$ cat src/rtl/dir_pkg.sv
// Shared encodings for the directory request scheduler: MSI directory states,
// coherence op codes, scheduler FSM states and sharer-vector bit positions.
package dir_pkg;

  typedef enum logic [2:0] {
    DIR_EMPTY = 3'b000,
    DIR_I     = 3'b001,
    DIR_S     = 3'b010,
    DIR_M     = 3'b011
  } msi_e;

  typedef enum logic [1:0] {
    OP_NONE = 2'b00,
    OP_GETS = 2'b01,
    OP_GETM = 2'b10,
    OP_PUTM = 2'b11
  } op_e;

  typedef enum logic [2:0] {
    ST_IDLE,
    ST_LOOKUP,
    ST_CHECK,
    ST_RECALL,
    ST_INVAL,
    ST_MEMRD,
    ST_MEMWR,
    ST_FINISH
  } state_e;

  localparam int unsigned P0_BIT = 0;
  localparam int unsigned P1_BIT = 1;

  // One-hot sharer vector for a requester index (0 = P0, 1 = P1).
  function automatic logic [1:0] req_bit(input logic p);
    logic [1:0] v;
    v = '0;
    if (p) v[P1_BIT] = 1'b1;
    else   v[P0_BIT] = 1'b1;
    return v;
  endfunction

endpackage

$ cat src/rtl/dir_request_scheduler_if.sv
// Request, directory, recall/invalidate and memory signals of the scheduler.
// slave = scheduler side, master = processor/directory/memory side.
interface dir_request_scheduler_if;
  logic       ReqP0, ReqP1;
  logic [1:0] OpP0, OpP1;
  logic [3:0] AddrP0, AddrP1;
  logic [3:0] DataP0, DataP1;
  logic       GntP0, GntP1;
  logic       DoneP0, DoneP1;
  logic [3:0] RespData;
  logic       DirLookup;
  logic [3:0] DirAddr;
  logic [2:0] DirState;
  logic [1:0] DirSharers;
  logic       DirWe;
  logic [2:0] DirNewState;
  logic [1:0] DirNewSharers;
  logic       RecallP0, RecallP1, RecallExcl, RecallAck;
  logic [3:0] RecallData;
  logic       InvP0, InvP1, InvAck;
  logic       MemReq, MemWe;
  logic [3:0] MemAddr, MemWData;
  logic       MemAck;
  logic [3:0] MemRdData;

  modport slave (
    input  ReqP0, ReqP1, OpP0, OpP1, AddrP0, AddrP1, DataP0, DataP1,
           DirState, DirSharers, RecallAck, RecallData, InvAck, MemAck, MemRdData,
    output GntP0, GntP1, DoneP0, DoneP1, RespData, DirLookup, DirAddr,
           DirWe, DirNewState, DirNewSharers, RecallP0, RecallP1, RecallExcl,
           InvP0, InvP1, MemReq, MemWe, MemAddr, MemWData
  );

  modport master (
    output ReqP0, ReqP1, OpP0, OpP1, AddrP0, AddrP1, DataP0, DataP1,
           DirState, DirSharers, RecallAck, RecallData, InvAck, MemAck, MemRdData,
    input  GntP0, GntP1, DoneP0, DoneP1, RespData, DirLookup, DirAddr,
           DirWe, DirNewState, DirNewSharers, RecallP0, RecallP1, RecallExcl,
           InvP0, InvP1, MemReq, MemWe, MemAddr, MemWData
  );
endinterface

$ cat src/rtl/rr_arbiter_2.sv
// Two-way round-robin arbiter; the pointer remembers the last winner and
// only moves when a grant is actually issued.
module rr_arbiter_2 (
  input  logic       i_clk,
  input  logic       i_rst,
  input  logic [1:0] i_req,
  input  logic       i_en,
  output logic [1:0] o_gnt
);

  // r_last = 1 means P1 won last, so P0 is favoured out of reset
  logic r_last;

  always_comb begin
    o_gnt    = '0;
    o_gnt[0] = i_en && i_req[0] && (!i_req[1] || r_last);
    o_gnt[1] = i_en && i_req[1] && (!i_req[0] || !r_last);
  end

  always_ff @(posedge i_clk) begin
    if (i_rst)       r_last <= 1'b1;
    else if (|o_gnt) r_last <= o_gnt[1];
  end

endmodule

$ cat src/rtl/dir_request_scheduler.sv
// Single-transaction MSI coherence sequencer between two L1 controllers and
// the shared directory / main memory.
module dir_request_scheduler
  import dir_pkg::*;
(
  input logic                   Clock,
  input logic                   Reset,
  dir_request_scheduler_if.slave bus
);

  state_e     r_state, w_next;
  logic       r_req;
  op_e        r_op;
  logic [3:0] r_addr, r_data, r_resp, r_memwdata;
  logic [1:0] r_old_sh;
  logic       r_drop;

  logic [1:0] w_valid, w_gnt;
  logic       w_own, w_oth, w_drop;

  assign w_valid = {bus.ReqP1 && (bus.OpP1 != OP_NONE),
                    bus.ReqP0 && (bus.OpP0 != OP_NONE)};

  rr_arbiter_2 u_arb (
    .i_clk (Clock),
    .i_rst (Reset),
    .i_req (w_valid),
    .i_en  (r_state == ST_IDLE),
    .o_gnt (w_gnt)
  );

  assign w_own  = bus.DirSharers[r_req];
  assign w_oth  = bus.DirSharers[~r_req];
  assign w_drop = (r_op == OP_PUTM) && !((bus.DirState == DIR_M) && w_own);

  always_ff @(posedge Clock) begin
    if (Reset) r_state <= ST_IDLE;
    else       r_state <= w_next;
  end

  always_ff @(posedge Clock) begin
    if (Reset) begin
      r_req      <= 1'b0;
      r_op       <= OP_NONE;
      r_addr     <= '0;
      r_data     <= '0;
      r_resp     <= '0;
      r_memwdata <= '0;
      r_old_sh   <= '0;
      r_drop     <= 1'b0;
    end else begin
      case (r_state)
        ST_IDLE: if (|w_gnt) begin
          r_req  <= w_gnt[1];
          r_op   <= op_e'(w_gnt[1] ? bus.OpP1 : bus.OpP0);
          r_addr <= w_gnt[1] ? bus.AddrP1 : bus.AddrP0;
          r_data <= w_gnt[1] ? bus.DataP1 : bus.DataP0;
          r_resp <= '0;
          r_drop <= 1'b0;
        end
        ST_CHECK: begin
          r_old_sh <= bus.DirSharers;
          r_drop   <= w_drop;
          if (r_op == OP_PUTM) r_memwdata <= r_data;
        end
        // Recalled dirty data is both the reply and the memory writeback
        ST_RECALL: if (bus.RecallAck) begin
          r_resp     <= bus.RecallData;
          r_memwdata <= bus.RecallData;
        end
        ST_MEMRD: if (bus.MemAck) r_resp <= bus.MemRdData;
        default: ;
      endcase
    end
  end

  always_comb begin
    w_next            = r_state;
    bus.GntP0         = w_gnt[0];
    bus.GntP1         = w_gnt[1];
    bus.DoneP0        = 1'b0;
    bus.DoneP1        = 1'b0;
    bus.RespData      = '0;
    bus.DirLookup     = 1'b0;
    bus.DirAddr       = r_addr;
    bus.DirWe         = 1'b0;
    bus.DirNewState   = '0;
    bus.DirNewSharers = '0;
    bus.RecallP0      = 1'b0;
    bus.RecallP1      = 1'b0;
    bus.RecallExcl    = 1'b0;
    bus.InvP0         = 1'b0;
    bus.InvP1         = 1'b0;
    bus.MemReq        = 1'b0;
    bus.MemWe         = 1'b0;
    bus.MemAddr       = r_addr;
    bus.MemWData      = '0;
    case (r_state)
      ST_IDLE:   if (|w_gnt) w_next = ST_LOOKUP;
      ST_LOOKUP: begin
        bus.DirLookup = 1'b1;
        w_next        = ST_CHECK;
      end
      ST_CHECK: begin
        if (r_op == OP_PUTM)                                       w_next = w_drop ? ST_FINISH : ST_MEMWR;
        else if ((bus.DirState == DIR_M) && w_oth)                 w_next = ST_RECALL;
        else if ((r_op == OP_GETM) && (bus.DirState == DIR_S) && w_oth) w_next = ST_INVAL;
        else                                                       w_next = ST_MEMRD;
      end
      ST_RECALL: begin
        bus.RecallP0   = r_req;
        bus.RecallP1   = !r_req;
        bus.RecallExcl = (r_op == OP_GETM);
        if (bus.RecallAck) w_next = ST_MEMWR;
      end
      ST_INVAL: begin
        bus.InvP0 = r_req;
        bus.InvP1 = !r_req;
        if (bus.InvAck) w_next = ST_MEMRD;
      end
      ST_MEMRD: begin
        bus.MemReq = 1'b1;
        if (bus.MemAck) w_next = ST_FINISH;
      end
      ST_MEMWR: begin
        bus.MemReq   = 1'b1;
        bus.MemWe    = 1'b1;
        bus.MemWData = r_memwdata;
        if (bus.MemAck) w_next = ST_FINISH;
      end
      ST_FINISH: begin
        bus.DoneP0   = !r_req;
        bus.DoneP1   = r_req;
        bus.RespData = r_resp;
        if (!r_drop) begin
          bus.DirWe = 1'b1;
          case (r_op)
            OP_GETS: begin
              bus.DirNewState   = DIR_S;
              bus.DirNewSharers = r_old_sh | req_bit(r_req);
            end
            OP_GETM: begin
              bus.DirNewState   = DIR_M;
              bus.DirNewSharers = req_bit(r_req);
            end
            default: begin
              bus.DirNewState   = DIR_I;
              bus.DirNewSharers = '0;
            end
          endcase
        end
        w_next = ST_IDLE;
      end
      default: w_next = ST_IDLE;
    endcase
  end

endmodule

$ cat src/flat_wrapper.sv
// flat-port wrapper written by rule: the top's interface ports become plain ports
module dir_request_scheduler_flat import dir_pkg::*;
  (Clock, Reset, bus_ReqP0, bus_ReqP1, bus_OpP0, bus_OpP1, bus_AddrP0, bus_AddrP1, bus_DataP0, bus_DataP1, bus_DirState, bus_DirSharers, bus_RecallAck, bus_RecallData, bus_InvAck, bus_MemAck, bus_MemRdData, bus_GntP0, bus_GntP1, bus_DoneP0, bus_DoneP1, bus_RespData, bus_DirLookup, bus_DirAddr, bus_DirWe, bus_DirNewState, bus_DirNewSharers, bus_RecallP0, bus_RecallP1, bus_RecallExcl, bus_InvP0, bus_InvP1, bus_MemReq, bus_MemWe, bus_MemAddr, bus_MemWData);
  dir_request_scheduler_if bus_i ();
  input logic Clock;
  input logic Reset;
  input wire logic [$bits(bus_i.ReqP0)-1:0] bus_ReqP0;
  input wire logic [$bits(bus_i.ReqP1)-1:0] bus_ReqP1;
  input wire logic [$bits(bus_i.OpP0)-1:0] bus_OpP0;
  input wire logic [$bits(bus_i.OpP1)-1:0] bus_OpP1;
  input wire logic [$bits(bus_i.AddrP0)-1:0] bus_AddrP0;
  input wire logic [$bits(bus_i.AddrP1)-1:0] bus_AddrP1;
  input wire logic [$bits(bus_i.DataP0)-1:0] bus_DataP0;
  input wire logic [$bits(bus_i.DataP1)-1:0] bus_DataP1;
  input wire logic [$bits(bus_i.DirState)-1:0] bus_DirState;
  input wire logic [$bits(bus_i.DirSharers)-1:0] bus_DirSharers;
  input wire logic [$bits(bus_i.RecallAck)-1:0] bus_RecallAck;
  input wire logic [$bits(bus_i.RecallData)-1:0] bus_RecallData;
  input wire logic [$bits(bus_i.InvAck)-1:0] bus_InvAck;
  input wire logic [$bits(bus_i.MemAck)-1:0] bus_MemAck;
  input wire logic [$bits(bus_i.MemRdData)-1:0] bus_MemRdData;
  output wire logic [$bits(bus_i.GntP0)-1:0] bus_GntP0;
  output wire logic [$bits(bus_i.GntP1)-1:0] bus_GntP1;
  output wire logic [$bits(bus_i.DoneP0)-1:0] bus_DoneP0;
  output wire logic [$bits(bus_i.DoneP1)-1:0] bus_DoneP1;
  output wire logic [$bits(bus_i.RespData)-1:0] bus_RespData;
  output wire logic [$bits(bus_i.DirLookup)-1:0] bus_DirLookup;
  output wire logic [$bits(bus_i.DirAddr)-1:0] bus_DirAddr;
  output wire logic [$bits(bus_i.DirWe)-1:0] bus_DirWe;
  output wire logic [$bits(bus_i.DirNewState)-1:0] bus_DirNewState;
  output wire logic [$bits(bus_i.DirNewSharers)-1:0] bus_DirNewSharers;
  output wire logic [$bits(bus_i.RecallP0)-1:0] bus_RecallP0;
  output wire logic [$bits(bus_i.RecallP1)-1:0] bus_RecallP1;
  output wire logic [$bits(bus_i.RecallExcl)-1:0] bus_RecallExcl;
  output wire logic [$bits(bus_i.InvP0)-1:0] bus_InvP0;
  output wire logic [$bits(bus_i.InvP1)-1:0] bus_InvP1;
  output wire logic [$bits(bus_i.MemReq)-1:0] bus_MemReq;
  output wire logic [$bits(bus_i.MemWe)-1:0] bus_MemWe;
  output wire logic [$bits(bus_i.MemAddr)-1:0] bus_MemAddr;
  output wire logic [$bits(bus_i.MemWData)-1:0] bus_MemWData;
  assign bus_i.ReqP0 = bus_ReqP0;
  assign bus_i.ReqP1 = bus_ReqP1;
  assign bus_i.OpP0 = bus_OpP0;
  assign bus_i.OpP1 = bus_OpP1;
  assign bus_i.AddrP0 = bus_AddrP0;
  assign bus_i.AddrP1 = bus_AddrP1;
  assign bus_i.DataP0 = bus_DataP0;
  assign bus_i.DataP1 = bus_DataP1;
  assign bus_i.DirState = bus_DirState;
  assign bus_i.DirSharers = bus_DirSharers;
  assign bus_i.RecallAck = bus_RecallAck;
  assign bus_i.RecallData = bus_RecallData;
  assign bus_i.InvAck = bus_InvAck;
  assign bus_i.MemAck = bus_MemAck;
  assign bus_i.MemRdData = bus_MemRdData;
  assign bus_GntP0 = bus_i.GntP0;
  assign bus_GntP1 = bus_i.GntP1;
  assign bus_DoneP0 = bus_i.DoneP0;
  assign bus_DoneP1 = bus_i.DoneP1;
  assign bus_RespData = bus_i.RespData;
  assign bus_DirLookup = bus_i.DirLookup;
  assign bus_DirAddr = bus_i.DirAddr;
  assign bus_DirWe = bus_i.DirWe;
  assign bus_DirNewState = bus_i.DirNewState;
  assign bus_DirNewSharers = bus_i.DirNewSharers;
  assign bus_RecallP0 = bus_i.RecallP0;
  assign bus_RecallP1 = bus_i.RecallP1;
  assign bus_RecallExcl = bus_i.RecallExcl;
  assign bus_InvP0 = bus_i.InvP0;
  assign bus_InvP1 = bus_i.InvP1;
  assign bus_MemReq = bus_i.MemReq;
  assign bus_MemWe = bus_i.MemWe;
  assign bus_MemAddr = bus_i.MemAddr;
  assign bus_MemWData = bus_i.MemWData;
  dir_request_scheduler u_core (.Clock(Clock), .Reset(Reset), .bus(bus_i));
endmodule
$ cat config.mk
export PLATFORM = sky130hd
export DESIGN_NAME = dir_request_scheduler_flat
export DESIGN_NICKNAME = d
export VERILOG_FILES = /design/src/rtl/dir_pkg.sv /design/src/rtl/dir_request_scheduler_if.sv /design/src/rtl/rr_arbiter_2.sv /design/src/rtl/dir_request_scheduler.sv /design/src/flat_wrapper.sv
export SDC_FILE = /design/constraint.sdc
export NUM_CORES = 1
export LEC_CHECK = 0
export BUFFER_PORTS_ARGS = -buffer_cell sky130_fd_sc_hd__buf_2
export CORE_MARGIN = 2
export CORE_UTILIZATION = 51
export CTS_CLUSTER_DIAMETER = 120
export DETAILED_ROUTE_END_ITERATION = 10
export MAX_ROUTING_LAYER = met4
export PLACE_DENSITY_LB_ADDON = 0.1
export REMOVE_ABC_BUFFERS = 1
export SLEW_MARGIN = 0
export SYNTH_ARGS = -nofsm -noshare
export SYNTH_HDL_FRONTEND = slang
export SYNTH_SLANG_ARGS = --single-unit
$ cat constraint.sdc
create_clock -name Clock -period 3.05 [get_ports Clock]
set_clock_uncertainty 0.15 [all_clocks]
set_input_delay 0.1525 -clock Clock [delete_from_list [all_inputs] [get_ports Clock]]
set_output_delay 0.1525 -clock Clock [all_outputs]
set_load 0.1 [all_outputs]
==> qor.yml <==
power_and_ir_drop:
  p_total_mw: 1.53
  powerDensity_nw_per_um2: 733
  peakVddDrop_mv: 0.744
  leakagePower_nw: 1.00
setup_path:
  cp.arrival_ns: 2.31
  endpoint: "bus_DirNewSharers[1]"
  worstSetupPathType: "reg -> out"
  startpoint_type: "flop"
  crit_start: "u_core.r_state[0]"
  r2r_slack_ns: 0.97
  cpMaxStageDelayCell: "dfxtp_1"
  cpPeakStageDelay_ns: 0.80
  rr_worst_depth: 4
  cp.depth: 4
  path_cells: "nand3_1 > nor3_1 > a21boi_1 > buf_2"
  crit_path_end_kind: "output pin"
  r2r_end: "u_core.bus.DirAddr[1]"
  critPathTopFamily: "flip-flops"
  path_buf_inv: 1
  critPathRequiredTime_ns: 2.75
  cp_max_fo: 21
  worstReg2RegStart: "u_core.r_state[0]"
yosys:
  synth_warnings: 0
  syn_area_per_cell_um2: 8.48
  yosysSeqAreaShare_pct: 31.2
  ys_seq_elements: 26
  ys.flop_type: "dfxtp_1"
  synthTopCellsByArea: "dfxtp_1 (31%), mux2i_1 (11%), a211oi_1 (6.7%)"
  yosys.area.top_type: "dfxtp_1"
  yosysTopAreaCellShare_pct: 31.2
  synth_commonest_cells: "nor2_1 (30), dfxtp_1 (26), mux2i_1 (19)"
  netlist_instances: 197
  async_flop_share_pct: 0
  synth_edf_count: 0
  synth_most_common_cell: "nor2_1"
  synth_cell_types: 47
  synth_area_um2: 1670
route:
  firstDrtPassIters: 4
  drcViolationCount: 0
  wl_per_cell_um: 12.5
  num_vias: 1613
  drt-initial-drc-count: 100
  detail_route.vias_per_cell: 5.29
  ant_nets: 0
  finalWirelength_um: 3810
clock_tree:
  postCtsSetupBuffers: 0
  htreeDepth: 1
  clockRootBuffer: "clkbuf_4"
  cts.clk_slew.worst_paths_ns: 0.14
  cts_made_buffers: 3
  cts_hold_buf: 5
  cts_tree: "yes"
  cts_sinks: 26
  clk_latency_ns: 0.33
  clockBufferDepth: 2
  cts_resized: 0
sta:
  max_slew_margin_pct: 53.2
  worstMarginPinSlew_ns: 0.701
  finalSetupTns_ns: 0
  finalCritPeriodShare_pct: 85.6
  finalHoldViolCount: 0
  max_clock_freq_mhz: 383
  layout_min_cycle_time_ns: 2.61
  setup_violations: 0
  drv_slew: 0
  setup_ws_ns: 0.439
  rsz0062_at_grt: "false"
grt:
  track_usage_pct: 22.0
  antenna_found_initial: 0
  grt_start_max_net_pins: 27
  grt_first_pass_wirelength_um: 6070
  grt_pass1_vias: 1381
  grt_overflow: 0
floorplanning:
  die_w_um: 61.2
  die_area_um2: 3750
  coreArea_um2: 3080
  start_util_pct: 54.3
  fp-row-count: 20
  die_h_um: 61.2
  io_pins: 74
placement:
  gp_congestion: 0.911
  preCtsSetupSlack_ns: 0.864
  dp_hpwl_um: 2830
  io_buffers: 72
cells_and_area:
  insertedDiodeCount: 0
  nets: 305
  syn_to_final_growth_pct: 24.7
  num-fill-cells: 275
  utilization_pct: 67.7
  layout-drive-gt1-share_pct: 32.6
  seqCellArea_um2: 520
  multi_input_area_um2: 1020
hold_path:
  holdPathStages: 3
  hold_class: "in -> reg"
job:
  drv_cap: 0
run_status:
  status: "complete, no violations"
==> sequential cells by signal, summed over array words and instances, names as in the netlist <==
| name | cells |
|---|---|
| u_core.r_drop | 1 |
| u_core.bus.DirAddr | 4 |
| u_core.r_state | 3 |
| u_core.u_arb.r_last | 1 |
| u_core.r_op | 2 |
| u_core.r_memwdata | 4 |
| u_core.r_req | 1 |
| u_core.r_old_sh | 2 |
| u_core.r_resp | 4 |
| u_core.r_data | 4 |
==> logic make-up after synthesis <==
family / after synthesis / share of synthesized area, %
other: 1 / 0.225
buffers and inverters: 24 / 7.86
AND/OR/NAND/NOR: 78 / 26.3
adder cells (fa/ha/maj): 3 / 2.25
multiplexers: 19 / 11.4
XOR/XNOR: 1 / 0.524
AO/OA/AOI/OAI: 45 / 20.3
flip-flops: 26 / 31.2
==> how the worst min path moves through the flow <==
stage,from,to,slack [ns]
after global routing,bus_DataP1[2],u_core.r_data[2],0.03
after global placement,bus_DirSharers[1],u_core.r_old_sh[1],0.27
after detailed placement,bus_DirSharers[0],u_core.r_old_sh[0],0.28
after floorplan,Reset,u_core.r_drop,0.07
after CTS,bus_AddrP0[2],u_core.bus.DirAddr[2],0.002
final,bus_AddrP0[2],u_core.bus.DirAddr[2],0.001
==> per-stage QoR <==
| step | instance area (um^2) | instances | hold slack, ns |
|---|---|---|---|
| floorplan | 1570 | 180 | 0.0716 |
| global route | 2080 | 305 | 0.0275 |
| CTS | 2080 | 305 | 0.00175 |
| finish | 2080 | 305 | 0.00147 |
| detailed placement | 1980 | 296 | 0.276 |
| global placement | 1980 | 296 | 0.272 |
==> report_power, final <==
group / switching [mW] / leakage, nW / internal [mW]
Combinational: 0.578 / 0.759 / 0.219
Clock: 0.107 / 0.0279 / 0.133
Sequential: 0.0898 / 0.213 / 0.400
==> final cells by class <==
class	count	share of cell area [%]
Multi-Input combinational cell	147	48.9
Sequential cell	26	25.0
Timing Repair Buffer	77	19.7
Tap cell	44	2.64
Clock inverter	1	1.44
Inverter	7	1.26
Clock buffer	3	1.08
==> worst min-delay path, delay by kind of cell <==
| family | cells | cell delay [ns] |
|---|---|---|
| buffers and inverters | 1 | 0.09 |
| muxes | 1 | 0.12 |
| AOI/OAI and AO/OA | 1 | 0.08 |
==> layout by cell type (no fill, tap or decap), types with 2 or more instances in the layout <==
master         instances
inv_2                  2
nand3b_1               9
and3_1                 3
nor3_1                 6
mux2i_1               19
dfxtp_1               26
a21oi_1                9
nor2_1                30
nand2_1                4
o21a_1                 2
buf_2                 72
o31ai_1                2
inv_1                  5
ha_1                   3
and2_1                 9
dlygate4sd3_1          5
a22o_1                 5
nor2b_1                4
o21ai_0                2
nand2b_1               2
clkbuf_4               3
a211oi_1              15
==> per-layer routing <==
layer / wire, um / GRT usage (%) / up-vias
met5: 0 / - / -
met1: 1780 / 29.7 / 720
li1: - / - / 830
met4: 32 / 5.59 / 0
met3: 224 / 2.52 / 4
met2: 1770 / 35.0 / 59
Note: power is estimated with default switching activity, not from simulation.
